`src/rtl/lowampa_trig_pkg.sv`:
```
// Shared constants and channel ordering for the low-amplitude trigger scaler.
// Each upstream module contributes two beams with two thresholds each.
package lowampa_trig_pkg;

    localparam int NBEAM_PER_MOD = 2;
    localparam int NTHR          = 2;
    localparam int NTRIG_PER_MOD = NBEAM_PER_MOD * NTHR;

    typedef enum logic [1:0] {
        A_THR0 = 2'd0,
        A_THR1 = 2'd1,
        B_THR0 = 2'd2,
        B_THR1 = 2'd3
    } trig_chan_e;

endpackage

```
`src/rtl/lowampa_scaler_chan.sv`:
```
// One scaler channel: input register, rising-edge detect with mask,
// saturating gate counter and the hold register exposed for readout.
module lowampa_scaler_chan
    import lowampa_trig_pkg::*;
#(
    parameter int CBITS = 16
) (
    input  logic             clk_i,
    input  logic             rst_i,
    input  logic             trig_i,
    input  logic             mask_i,
    input  logic             term_i,
    output logic [CBITS-1:0] hold_o
);

    logic             trig_q;
    logic             trig_qq;
    logic             armed_q;
    logic             inc_q;
    logic             edge_det;
    logic [CBITS-1:0] sum;
    logic [CBITS-1:0] count_d;
    logic [CBITS-1:0] count_q;
    logic [CBITS-1:0] hold_q;

    function automatic logic [CBITS-1:0] sat_inc(input logic [CBITS-1:0] v, input logic inc);
        if (inc && (v != {CBITS{1'b1}}))
            return v + {{(CBITS-1){1'b0}}, 1'b1};
        return v;
    endfunction

    // armed_q needs a genuine low sample after reset, so a level held through release never counts
    assign edge_det = trig_q & ~trig_qq & armed_q & ~mask_i;
    assign sum      = sat_inc(count_q, inc_q);
    assign count_d  = term_i ? '0 : sum;

    always_ff @(posedge clk_i or posedge rst_i) begin
        if (rst_i) begin
            trig_q  <= 1'b0;
            trig_qq <= 1'b0;
            armed_q <= 1'b0;
            inc_q   <= 1'b0;
            count_q <= '0;
            hold_q  <= '0;
        end else begin
            trig_q  <= trig_i;
            trig_qq <= trig_q;
            armed_q <= armed_q | ~trig_i;
            inc_q   <= edge_det;
            count_q <= count_d;
            // an increment arriving on the terminal cycle closes into this gate
            if (term_i)
                hold_q <= sum;
        end
    end

    assign hold_o = hold_q;

endmodule

```
`src/rtl/lowampa_trig_scaler.sv`:
```
// Gate timer, channel array and registered readout mux for the trigger
// rate scaler; counts are latched into hold registers at every gate end.
module lowampa_trig_scaler
    import lowampa_trig_pkg::*;
#(
    parameter int          NMOD   = 8,
    parameter int unsigned PERIOD = 37500000,
    parameter int          CBITS  = 16,
    localparam int         NCH    = NTRIG_PER_MOD * NMOD,
    localparam int         AW     = (NCH > 1) ? $clog2(NCH) : 1
) (
    input  logic             clk_i,
    input  logic             rst_i,
    input  logic [NCH-1:0]   trig_i,
    input  logic [NCH-1:0]   mask_i,
    input  logic [AW-1:0]    rd_addr_i,
    input  logic             rd_en_i,
    output logic [CBITS-1:0] rd_data_o,
    output logic             rd_valid_o,
    output logic             update_o,
    output logic [31:0]      period_cnt_o
);

    localparam logic [31:0] TERM = 32'(PERIOD - 1);

    logic             run_q;
    logic [31:0]      timer_d;
    logic [31:0]      timer_q;
    logic             term;
    logic             update_q;
    logic [31:0]      period_q;
    logic [CBITS-1:0] rd_data_q;
    logic             rd_valid_q;
    logic [CBITS-1:0] hold_ext [2**AW];

    assign term = (timer_q == TERM);

    // the timer holds at 0 for the first edge after reset, then advances
    always_comb begin
        timer_d = timer_q;
        if (term)
            timer_d = '0;
        else if (run_q)
            timer_d = timer_q + 32'd1;
    end

    always_ff @(posedge clk_i or posedge rst_i) begin
        if (rst_i) begin
            run_q    <= 1'b0;
            timer_q  <= '0;
            update_q <= 1'b0;
            period_q <= '0;
        end else begin
            run_q    <= 1'b1;
            timer_q  <= timer_d;
            update_q <= term;
            if (term)
                period_q <= period_q + 32'd1;
        end
    end

    for (genvar g = 0; g < 2**AW; g++) begin : g_chan
        if (g < NCH) begin : g_live
            lowampa_scaler_chan #(
                .CBITS(CBITS)
            ) u_chan (
                .clk_i  (clk_i),
                .rst_i  (rst_i),
                .trig_i (trig_i[g]),
                .mask_i (mask_i[g]),
                .term_i (term),
                .hold_o (hold_ext[g])
            );
        end else begin : g_pad
            assign hold_ext[g] = '0;
        end
    end

    // addresses beyond the last channel land on the zero padding entries
    always_ff @(posedge clk_i or posedge rst_i) begin
        if (rst_i) begin
            rd_data_q  <= '0;
            rd_valid_q <= 1'b0;
        end else begin
            rd_valid_q <= rd_en_i;
            if (rd_en_i)
                rd_data_q <= hold_ext[rd_addr_i];
        end
    end

    assign rd_data_o    = rd_data_q;
    assign rd_valid_o   = rd_valid_q;
    assign update_o     = update_q;
    assign period_cnt_o = period_q;

endmodule
```
`config.mk`:
```
export PLATFORM = sky130hd
export DESIGN_NAME = lowampa_trig_scaler
export DESIGN_NICKNAME = d
export VERILOG_FILES = /design/src/rtl/lowampa_trig_pkg.sv /design/src/rtl/lowampa_scaler_chan.sv /design/src/rtl/lowampa_trig_scaler.sv
export SDC_FILE = /design/constraint.sdc
export NUM_CORES = 2
export LEC_CHECK = 0
export BUFFER_PORTS_ARGS = -buffer_cell sky130_fd_sc_hd__buf_2
export CORE_ASPECT_RATIO = 1.5
export CORE_MARGIN = 5
export CORE_UTILIZATION = 35
export CTS_BUF_LIST = sky130_fd_sc_hd__clkbuf_8
export CTS_CLUSTER_SIZE = 8
export DETAILED_ROUTE_END_ITERATION = 10
export HOLD_SLACK_MARGIN = 0.05
export PLACE_DENSITY = 0.59
export SLEW_MARGIN = 15
export SYNTH_ARGS = -nofsm -noshare
export SYNTH_HDL_FRONTEND = slang
export SYNTH_SLANG_ARGS = --single-unit
```
`constraint.sdc`:
```
create_clock -name clk_i -period 100.5 [get_ports clk_i]
set_clock_uncertainty 0.05 [all_clocks]
set_input_delay 5.025 -clock clk_i [delete_from_list [all_inputs] [get_ports clk_i]]
set_output_delay 5.025 -clock clk_i [all_outputs]
set_load 0.02 [all_outputs]
```
==> results.cfg <==
[clock_tree]
cts_sinks = 1235
cts_hold_buf = 0
cts_max_level = 4
clk_latency_ns = 0.92
path_clk_slew_ns = 0.06
cts_root_buffer = clkbuf_8
clk_path_buf_depth = 3
post-cts-setup-buffers = 0
ctsResizeCount = 0
tritoncts = yes
cts-buffers-inserted = 195

[timing]
fmax_ghz = 0.110
whs_ns = 0.315
final.period_utilization_pct = 9.02
drv_slew = 0
setup_viol = 0
tns_ns = 0
rsz0062_at_grt = false
tightest_slew_ns = 1.22
slew_headroom_pct = 18.4
finalHoldViolations = 0
timing.final.crit_period_ns = 9.06

[synthesis]
synth_top_area_share_pct = 54.8
synth_compound_area_share_pct = 8.42
ys_warn_count = 0
synth-seq-cells = 1235
yosysMostFrequentCell = dfrtp_1
syn_inst = 5562
syn_area_sq_um = 56400
synthAdderAreaFrac_pct = 0.755
synth_flop_cell = dfrtp_1
synth_edf_count = 0
muxShareOfSynthArea_pct = 6.75
async_flop_share_pct = 100
avgSynthCellArea_sq_um = 10.1
seq_area_frac_synth_pct = 54.8
synth.area.top_cells = dfrtp_1 (55%), nand2_1 (5.0%), o21ai_0 (4.9%), nor2_1 (4.7%), mux2i_1 (3.5%)
synth-xor-area-share_pct = 6.04
synth_top_family_by_area = simple AND/OR/NAND/NOR gates
syn-num-nets = 5668
yosys-top-cells-count = dfrtp_1 (1235), nand2_1 (752), nor2_1 (704)
synth.distinct_cells = 65
synthSimpleGateAreaFrac_pct = 20.6
synth_top_cell_by_area = dfrtp_1

[cells_and_area]
drive_gt1_share_pct = 9.74
n_fill_cell = 16000
area_growth_pct = 11.0
layout.nets = 5769

[setup_path]
crit_top_cell = buf_4
critPathMaxFanout = 96
ff2ff_setup_slack_ns = 95.83
slowest_stage = buf_4
r2r_end = g_chan[30].g_live.u_chan.hold_o[1]$_DFFE_PP0N_
end_kind = async pin
r2r_start = timer_q[0]$_DFFE_PP0P_
crit_path_start_kind = input pin
reg2reg_depth = 9
worstPathArrival_ns = 9.90
path_class = in2async
crit_chain = buf_2 > inv_8 > buf_4 > buf_4 > buf_4 > buf_4 > buf_4
critical_path_required_ns = 101.33
cp_slowest_stage_delay_ns = 0.85

[floorplan]
dieWidth_um = 338
row_count = 180
io_pins = 122
dieArea_sq_um = 169000
dieHeight_um = 502
core-area_sq_um = 160000
start_util_pct = 35.2

[grt]
grt_overflow = 0
grt.busiest_layer = met2
met1_usage_pct = 21.6
use_met3_pct = 2.89
first_global_vias = 42000
grt.total_usage_pct = 18.7
use_met2_pct = 32.5
grt_pass1_wl_um = 246000
grt_antenna_before_repair = 5
grt_max_degree = 282

[placed_design]
dp_hpwl_um = 114000
gp_congestion = 0.912
port_buffers = 121

[drt]
first_iter_violations = 2977
wl_per_cell_um = 20.1
routed_via_density = 5.30
vias = 41700
ant_nets = 0
wirelength_um = 159000
drcViolationCount = 0
firstDrtPassIters = 8

[pwr]
powerDensity_nw_per_um2 = 17.7
max-vdd-ir-drop_v = 0.0000171
p_leak_uw = 0.0277
power_uw = 1100

[outcome]
outcome = finished clean

[min_path]
hold_depth = 0
hold_path_end = g_chan[22].g_live.u_chan.trig_qq$_DFF_PP0_
hold_class = reg2reg
hp-start = g_chan[22].g_live.u_chan.trig_q$_DFF_PP0_

[job]
maxCapViolCount = 0
[per-layer routing]
metal / routed length [um] / vias to the layer above
met5: 0 / -
met4: 11100 / 0
met3: 6370 / 359
met2: 79700 / 980
met1: 61400 / 20600
li1: - / 19800
[cells in the final DEF, fill, tap and decap left out, drive strengths merged, types with 12 or more instances in the layout]
cell type	instances
or3	22
and2	15
nand2b	59
nand4	236
o2111ai	14
or4	17
nor4b	14
mux2i	199
nor3b	21
ha	34
a41o	16
mux2	33
or2	19
o32ai	16
nor3	131
dfrtp	1235
nand2	752
and3	76
xor2	185
xnor2	203
a22oi	48
o211ai	22
inv	136
mux4	64
nand3	243
o21ai	554
o22ai	20
clkbuf	228
buf	158
and4	61
nor4	64
a21oi	53
nor2	704
a21o	13
clkinv	12
[logic make-up (layout without fill, tap and decap cells)]
kind of cell / Yosys count / in the layout
mux: 296 / 296
other cells: 1 / 6
simple gates: 2461 / 2461
buf+inv: 324 / 544
flops: 1235 / 1235
fa+ha+maj: 34 / 34
xor+xnor: 388 / 388
compound gates: 823 / 823
[power by group]
group	internal (uW)	switching, uW
clock network	223	203
logic	40.5	67.3
registers	531	39.8
total	794	311
[flip-flops by register name, summed over array words and instances, names as in the netlist]
name and flops:
g_chan.g_live.u_chan.trig_q 32, run_q 1, rd_valid_o 1, g_chan.g_live.u_chan.count_q 512, g_chan.g_live.u_chan.trig_qq 32, timer_q 32
rd_data_o 16, update_o 1, g_chan.g_live.u_chan.armed_q 32, g_chan.g_live.u_chan.hold_o 512, g_chan.g_live.u_chan.inc_q 32, period_cnt_o 32
[critical path: cells and delay by family]
family,cells,cell delay (ns)
buffers and inverters,7,4.51
[final cells by class]
type                            instances  area [sq um]  area share, %
Sequential cell                      1235         30900           49.4
Clock buffer                          228          3140           5.02
Inverter                               70           278          0.444
Multi-Input combinational cell       4003         24000           38.4
Antenna cell                            5          12.5         0.0200
Tap cell                             2093          2620           4.19
Clock inverter                         88           619          0.990
Timing Repair Buffer                  158           951           1.52
[how the worst max path moves through the flow]
stage	from	endpoint	slack (ns)
floorplan	rst_i	g_chan[0].g_live.u_chan.armed_q$_DFF_PP0_	60.63
global placement	rst_i	g_chan[16].g_live.u_chan.armed_q$_DFF_PP0_	90.38
detailed placement	rst_i	g_chan[16].g_live.u_chan.armed_q$_DFF_PP0_	90.28
CTS	rst_i	g_chan[18].g_live.u_chan.trig_q$_DFF_PP0_	91.32
global route	rst_i	g_chan[16].g_live.u_chan.trig_qq$_DFF_PP0_	90.59
finish	rst_i	g_chan[17].g_live.u_chan.armed_q$_DFF_PP0_	91.44
[metrics by stage]
stage | utilization (%) | worst slack (ns) | instances | area, sq um
6_report | 39.0 | 91.44 | 7880 | 62600
5_1_grt | 39.0 | 90.59 | 7878 | 62600
4_1_cts | 39.0 | 91.32 | 7874 | 62500
3_5_place_dp | 36.6 | 90.28 | 7558 | 58700
3_3_place_gp | 36.6 | 90.38 | 7558 | 58700
2_1_floorplan | - | 60.63 | 5562 | 56400
No activity file was read; power rests on OpenSTA's default activity.
